## src/rtl/exp_core_rr_scheduler.sv

```systemverilog
// Round-robin front end that shares one iterative exp(x) core among NUM_REQ requesters.
// Optional operand clamping to [-1,0] is enabled with EXP_ARB_RANGE_CHECK_EN.
module exp_core_rr_scheduler #(
    parameter int unsigned NUM_REQ = 4,
    parameter int unsigned DATA_W  = 64,
    parameter int unsigned FRAC_W  = 40
) (
    input  logic                      clk,
    input  logic                      rst_n,
    input  logic [NUM_REQ-1:0]        req_valid,
    output logic [NUM_REQ-1:0]        req_ready,
    input  logic [NUM_REQ*DATA_W-1:0] req_x,
    output logic [NUM_REQ-1:0]        rsp_valid,
    input  logic [NUM_REQ-1:0]        rsp_ready,
    output logic [DATA_W-1:0]         rsp_data,
    output logic                      rsp_clamped,
    output logic [DATA_W-1:0]         core_x,
    output logic                      core_x_valid,
    input  logic                      core_x_ready,
    input  logic [DATA_W-1:0]         core_y,
    input  logic                      core_y_valid,
    output logic                      core_y_ready,
    output logic                      busy,
    output logic [15:0]               ops_done
);

    localparam int unsigned IDX_W = $clog2(NUM_REQ);

    if (NUM_REQ < 2 || NUM_REQ > 16 || FRAC_W >= DATA_W) begin : g_param_check
        $error("exp_core_rr_scheduler: unsupported parameter combination");
    end

    typedef enum logic [1:0] {StIdle, StIssue, StWait, StResp} state_e;

    state_e             state_q, state_d;
    logic [IDX_W-1:0]   rr_ptr_q, rr_ptr_d;
    logic [IDX_W-1:0]   grant_q, grant_d;
    logic [DATA_W-1:0]  x_q, x_d;
    logic [DATA_W-1:0]  y_q, y_d;
    logic [15:0]        ops_q, ops_d;
    logic               clamp_q, clamp_d;

    logic [DATA_W-1:0]  req_x_arr [NUM_REQ];
    logic               gnt_found;
    logic [IDX_W-1:0]   gnt_idx;
    logic [DATA_W-1:0]  sel_x;

    for (genvar i = 0; i < NUM_REQ; i++) begin : g_unpack
        assign req_x_arr[i] = req_x[i*DATA_W +: DATA_W];
    end

    // First valid requester at or after rr_ptr, wrapping modulo NUM_REQ.
    always_comb begin
        int unsigned cand;
        gnt_found = 1'b0;
        gnt_idx   = '0;
        cand      = 0;
        for (int unsigned i = 0; i < NUM_REQ; i++) begin
            cand = (32'(rr_ptr_q) + i) % NUM_REQ;
            if (!gnt_found && req_valid[IDX_W'(cand)]) begin
                gnt_found = 1'b1;
                gnt_idx   = IDX_W'(cand);
            end
        end
    end

    assign sel_x = req_x_arr[gnt_idx];

`ifdef EXP_ARB_RANGE_CHECK_EN
    localparam logic [DATA_W-1:0] NegOne = ~(DATA_W'(1) << FRAC_W) + DATA_W'(1);
`endif

    always_comb begin
        state_d  = state_q;
        rr_ptr_d = rr_ptr_q;
        grant_d  = grant_q;
        x_d      = x_q;
        y_d      = y_q;
        ops_d    = ops_q;
        clamp_d  = clamp_q;
        unique case (state_q)
            StIdle: begin
                if (gnt_found) begin
                    grant_d  = gnt_idx;
                    rr_ptr_d = (32'(gnt_idx) == NUM_REQ - 1) ? '0 : gnt_idx + 1'b1;
                    state_d  = StIssue;
`ifdef EXP_ARB_RANGE_CHECK_EN
                    if (!sel_x[DATA_W-1] && (sel_x != '0)) begin
                        x_d     = '0;
                        clamp_d = 1'b1;
                    end else if ($signed(sel_x) < $signed(NegOne)) begin
                        x_d     = NegOne;
                        clamp_d = 1'b1;
                    end else begin
                        x_d     = sel_x;
                        clamp_d = 1'b0;
                    end
`else
                    x_d     = sel_x;
                    clamp_d = 1'b0;
`endif
                end
            end
            StIssue: begin
                if (core_x_ready) state_d = StWait;
            end
            StWait: begin
                if (core_y_valid) begin
                    y_d     = core_y;
                    state_d = StResp;
                end
            end
            StResp: begin
                if (rsp_ready[grant_q]) begin
                    ops_d   = ops_q + 16'd1;
                    state_d = StIdle;
                end
            end
            default: state_d = StIdle;
        endcase
    end

    always_ff @(posedge clk or negedge rst_n) begin
        if (!rst_n) begin
            state_q  <= StIdle;
            rr_ptr_q <= '0;
            grant_q  <= '0;
            x_q      <= '0;
            y_q      <= '0;
            ops_q    <= '0;
            clamp_q  <= 1'b0;
        end else begin
            state_q  <= state_d;
            rr_ptr_q <= rr_ptr_d;
            grant_q  <= grant_d;
            x_q      <= x_d;
            y_q      <= y_d;
            ops_q    <= ops_d;
            clamp_q  <= clamp_d;
        end
    end

    assign req_ready    = (state_q == StIdle && gnt_found) ?
                          ({{(NUM_REQ-1){1'b0}}, 1'b1} << gnt_idx) : '0;
    assign rsp_valid    = (state_q == StResp) ? ({{(NUM_REQ-1){1'b0}}, 1'b1} << grant_q) : '0;
    assign rsp_data     = y_q;
    assign core_x       = x_q;
    assign core_x_valid = (state_q == StIssue);
    assign core_y_ready = (state_q == StWait);
    assign busy         = (state_q != StIdle);
    assign ops_done     = ops_q;
`ifdef EXP_ARB_RANGE_CHECK_EN
    assign rsp_clamped  = clamp_q && (state_q == StResp);
`else
    assign rsp_clamped  = 1'b0;
`endif

endmodule

```

## config.mk

```make
export PLATFORM = sky130hd
export DESIGN_NAME = exp_core_rr_scheduler
export DESIGN_NICKNAME = d
export VERILOG_FILES = /design/src/rtl/exp_core_rr_scheduler.sv
export SDC_FILE = /design/constraint.sdc
export NUM_CORES = 1
export LEC_CHECK = 0
export ABC_AREA = 1
export CELL_PAD_IN_SITES_DETAIL_PLACEMENT = 1
export CELL_PAD_IN_SITES_GLOBAL_PLACEMENT = 1
export CORE_AREA = 3 3 187 189
export DETAILED_ROUTE_END_ITERATION = 7
export DIE_AREA = 0 0 190 192
export GPL_ROUTABILITY_DRIVEN = 0
export MAX_ROUTING_LAYER = met4
export PLACE_DENSITY = 0.84
export RECOVER_POWER = 50
export SLEW_MARGIN = 10
export SYNTH_ARGS = -nofsm -noshare
export SYNTH_HDL_FRONTEND = slang
export SYNTH_SLANG_ARGS = --single-unit
```

## constraint.sdc

```tcl
create_clock -name clk -period 3.85 [get_ports clk]
set_clock_uncertainty 0.05 [all_clocks]
set_input_delay 0.77 -clock clk [delete_from_list [all_inputs] [get_ports clk]]
set_output_delay 0.77 -clock clk [all_outputs]
set_load 0.01 [all_outputs]
```

=== Word-level counts from Yosys, hierarchy flattened ===
Cells that the tools add are included.

* Bits in registers: 150
* Bits of input ports: 332
* Output and inout port bits: 156
* Logic and storage cells: 70

* $add $sub $neg: 5
* $lt $le $gt $ge: 6
* Equal/unequal tests: 8
* Shift-type cells: 2
* Multiplexer cells: 29
* Bitwise operators: 1
* Reduce and logical (&&, ||, !) cells: 13

{| class="wikitable"
|+ Operator list
! kind !! number
|-
| 64-bit binary-select mux with 2-bit select || 1
|-
| 64-bit two-way mux || 2
|-
| 2-bit two-way mux || 9
|-
| 16-bit by 1-bit adder with 16-bit output (second input constant) || 1
|-
| 2-bit by 3-bit less-than comparator with 1-bit output (second input constant) || 5
|-
| 1-bit binary-select mux with 2-bit select || 5
|-
| 1-bit two-way mux || 9
|-
| 4-bit two-way mux || 2
|-
| 2-bit case mux with 4 select lines || 1
|-
| 1-bit by 2-bit << shifter with 4-bit output (first input constant) || 2
|-
| 2-bit == test (second input constant) || 3
|-
| 2-bit != test (second input constant) || 3
|-
| 2-bit AND reduction || 3
|-
| 2-bit by 1-bit adder with 2-bit output (second input constant) || 2
|-
| 2-bit adder (second input constant) || 2
|-
| 1-bit logical AND || 4
|-
| 4-bit AND reduction || 1
|-
| 3-bit greater-or-equal comparator (second input constant) || 1
|-
| 1-bit zero test || 3
|-
| 2-bit inverter with 3-bit output || 1
|-
| 2-bit by 1-bit == test with 1-bit output (second input constant) || 1
|-
| 2-bit zero test || 1
|-
| 2-bit by 1-bit != test with 1-bit output (second input constant) || 1
|-
| 2-bit nonzero test || 1
|}

=== Longest topological paths before layout ===
* Depth after elaboration: 16
* Mapped depth: 17
* Gate-level depth less buffers: 14

=== Worst setup path after synthesis ===
OpenSTA, ideal clock, no wires.

* Path kind: input -> output
* Start point: in req_valid[3]
* End point: out req_ready[3]
* Data arrival time: 2.119 ns
* Slack: 0.911 ns
* Cell stages on the path: 13
* Path through: inv_1 > nand2_1 > nand3_1 > nand2_2 > clkinv_1 > nand3_2 > nand3_4 > clkbuf_2 > buf_4 > inv_1 > ha_1 > inv_1 > nor2_1

* Word-level cells in the longest chain between the ends: 14
* Elaborated cells on any way between the ends: 25
* Classes of those cells: 1 x shift; 17 x mux; 7 x reduce/logical

{| class="wikitable"
|+ RTL lines
! what !! RTL line !! RTL
|-
| from (decl) || 10 || <nowiki>input logic [NUM_REQ-1:0] req_valid,</nowiki>
|-
| 1-bit binary-select mux with 2-bit select || 60 || <nowiki>if (!gnt_found && req_valid[IDX_W'(cand)]) begin</nowiki>
|-
| 1-bit two-way mux (implied by the code) || 60 ||
|-
| 1-bit two-way mux || 60 ||
|-
| 1-bit zero test || 60 ||
|-
| 1-bit logical AND || 60 ||
|-
| 1-bit two-way mux || 60 ||
|-
| 1-bit zero test || 60 ||
|-
| 1-bit logical AND || 60 ||
|-
| 1-bit two-way mux || 60 ||
|-
| 1-bit zero test || 60 ||
|-
| 1-bit logical AND || 60 ||
|-
| 2-bit two-way mux or 1-bit two-way mux (tied branches) || 60 ||
|-
| 1-bit by 2-bit << shifter with 4-bit output or 1-bit logical AND (tied branches) || 144, 143 ||
|-
| 4-bit two-way mux * || 143 || <nowiki>assign req_ready = (state_q == StIdle && gnt_found) ?</nowiki>
|-
| to (decl) || 11 || <nowiki>output logic [NUM_REQ-1:0] req_ready,</nowiki>
|}

Mark *: on every way between the ends. The rest lies on a longest branch, timed or not. The select of a mux whose other input is x is not followed.

=== Worst setup path in the final report ===
* Start point: in req_valid[1]
* End point: out req_ready[0]

The elaborated chain is that of the path after synthesis.

==> out/results.txt <==
status - finished with violations
failing checks - capacitance limit, slew limit
Post-Synthesis Cell Area - 9076 um2
CP arrival - 2.80 ns
residual DRC count - 0
Area Overhead vs Synth - 64.17%
sequential fraction of the synthesis area - 41.36%
cell breakdown of the critical path - clkdlybuf4s50_1 -> inv_1 -> nand2_1 -> nand3_1 -> nand2_1 -> inv_1 -> nand3_2 -> nand2_2 -> inv_1 -> nand2_1 -> nor2_1 -> dlygate4sd2_1
top cells by area, synth - dfrtp_1, nand2_1, inv_1
top cell family by delay on the critical path - buffers and inverters
Hold Buf Count CTS - 0
clk_lat worst skew - 0.43 ns
setup TNS - 0 ns
Startpoint Class - primary input
die height - 192 um
Hold Violations, Final - 0
clock tree root driver cell - clkbuf_16
Worst Path Required - 3.03 ns
Synth cell types - 35
Yosys warning count - 0
Die Wd - 190 um
R2R depth - 13
CTS sink cnt - 150
commonest cells after routing, fill and taps aside - clkdlybuf4s50_1, nand2_1, inv_1, dfrtp_1, nand3_1
Core Area - 33,450 um2
Bufs and invs on worst path - 5
Via density - 4.726
row cnt - 67
min-delay src - core_x[7]
Fmax achieved - 276.0 MHz
Max stage delay cell, worst path - clkdlybuf4s50_1
endpoint with the worst hold slack - core_x[7]
Bufs on Longest Clock Path - 2
CTS clk-pin slew, worst paths - 0.07 ns
via count - 10,170
Routed WL - 41.41 mm
Critical Path Fanout Max - 5
hpwl dp - 31.75 mm
die area - 36,480 um2
post-synthesis register bit count - 150
drt wl/cell - 19.24 um
global-route wire length before repair - 61.65 mm
Initial Util - 27.14%
io pins - 488
crit-path max cell delay - 0.51 ns
final hold slack - 0.4299 ns
Mapped Cells - 1,237
DRT antenna net count - 0
max capacitance violation total - 1
R2R Path Start - rr_ptr_q[0]
initial antenna violation count - 7
pin slew with the least headroom to its limit - 1.627 ns
area leader, netlist - dfrtp_1
vias in the first global route - 10,750
Peak supply drop - 0.001330 V
average size of a mapped cell - 7.337 um2
Worst R2R Setup Slack - 0.98 ns
Post-CTS Setup Bufs - 0
crit path launch - req_valid[1]
largest net degree at the start of global routing - 189
power density over the cells - 851.9 nW/um2
grt total ovfl - 0
fin crit share - 94.11%
Slew Viols, Final - 65
Setup CP Type - in -> out
Slew HR - -8.479%
H-tree levels - 4
Setup Viol. Count Final - 0
Num CTS Buffers - 17
first-pass detailed-route iteration total - 4
Leakage - 7.281 nW
CTS tree - yes
final period demand of the worst path - 3.623 ns
Final nets - 2,023
commonest non-fill, non-tap cell in the layout - clkdlybuf4s50_1
# port buffers - 486
initial DRC count - 335
Min-Delay Path Depth - 2
top-area cell type share of the netlist area - 41.36%
global-route usage over all layers - 22.53%
type of destination of the critical path - primary output
layout cells sized above 1 - 7.366%
Hold/Removal Path Class - reg -> reg
R2R Path End - core_x[22]
RSZ-0062 raised after global routing - no
post-synth net total - 1,576
==> area by class of cell <==
| class | instances | area [um2] |
|---|---|---|
| timing repair buffer | 501 | 4994 |
| fill | 3980 | 18550 |
| tap | 448 | 560.5 |
| clock buffer | 17 | 425.4 |
| sequential | 150 | 3755 |
| inverter | 227 | 854.6 |
| antenna | 7 | 17.52 |
| multi-input combinational | 787 | 4135 |
| clock inverter | 15 | 158.9 |
==> logic make-up after synthesis <==
kind of cell,after synthesis,synth area share (%)
other cells,1,0.04132
compound gates,44,2.481
mux,64,7.940
fa+ha+maj,7,0.9649
xor+xnor,12,1.158
buf+inv,300,13.36
simple gates,659,32.70
flops,150,41.36
==> synthesized netlist by cell type <==
cell	number
nand2_1	352
inv_1	224
dfrtp_1	150
nand3_1	138
nand4_1	72
mux2_2	64
nor2_1	47
a21oi_1	34
buf_2	33
or2_1	30
clkbuf_1	22
nor3_1	9
buf_1	8
buf_4	7
ha_1	7
o21ai_0	7
xor2_1	7
xnor2_1	5
nand2_2	3
buf_6	2
nand3_2	2
a31oi_1	1
and3_1	1
clkbuf_2	1
clkinv_1	1
conb_1	1
inv_2	1
inv_4	1
nand3_4	1
nor2_2	1
nor2_4	1
nor3b_1	1
nor4b_1	1
o21bai_1	1
o22ai_1	1
==> registers in the layout, indices dropped and copies added, names as in the netlist <==
| register | count |
|---|---|
| core_x | 64 |
| rsp_data | 64 |
| ops_done | 16 |
| grant_q | 2 |
| rr_ptr_q | 2 |
| state_q | 2 |
==> how the worst max path moves through the flow <==
stage | end | slack (ns) | cells past startpoint
after global placement | req_ready[3] | 0.15 | 13
after detailed placement | req_ready[0] | -0.02 | 12
after floorplan | req_ready[3] | 0.91 | 13
after global routing | req_ready[0] | 0.12 | 12
final | req_ready[0] | 0.23 | 12
after CTS | req_ready[1] | 0.009 | 12
==> tightest hold or removal path, stage by stage, from the launching register on <==
cell     delay, ns
dfrtp_1       0.35
nand2_1       0.05
nand2_1       0.05
==> per-layer routing <==
layer,track usage [%],up-vias,part of all wire (%)
met3,6.425,70,7.5
met4,9.497,0,3.5
li1,-,4762,-
met1,22.98,4933,37
met5,-,-,0
met2,40.53,405,52
==> where the power goes <==
part	switching [mW]	internal [mW]
Clock	0.804	0.923
Combinational	4.76	3.40
Sequential	0.467	2.33
==> stage by stage <==
stage | util (%) | cell area [um2] | setup WS [ns] | total power [mW] | cells
after CTS | 44.55 | 14900 | 0.008640 | 12.90 | 2145
after global placement | 42.81 | 14320 | 0.1462 | 10.70 | 2113
final | 44.55 | 14900 | 0.2266 | 12.69 | 2152
after floorplan | - | 9076 | 0.9107 | 7.591 | 1237
after detailed placement | 42.81 | 14320 | -0.02117 | 11.08 | 2113
after global routing | 44.55 | 14900 | 0.1177 | 13.78 | 2152
==> timing repair <==
item                                    in CTS  in global routing
endpoints found under the setup margin       2                  2
gates cloned                                 0                  0
resized for setup                            2                  3
hold endpoints to repair                     0                  0
Power figures use the tool's default switching activity.
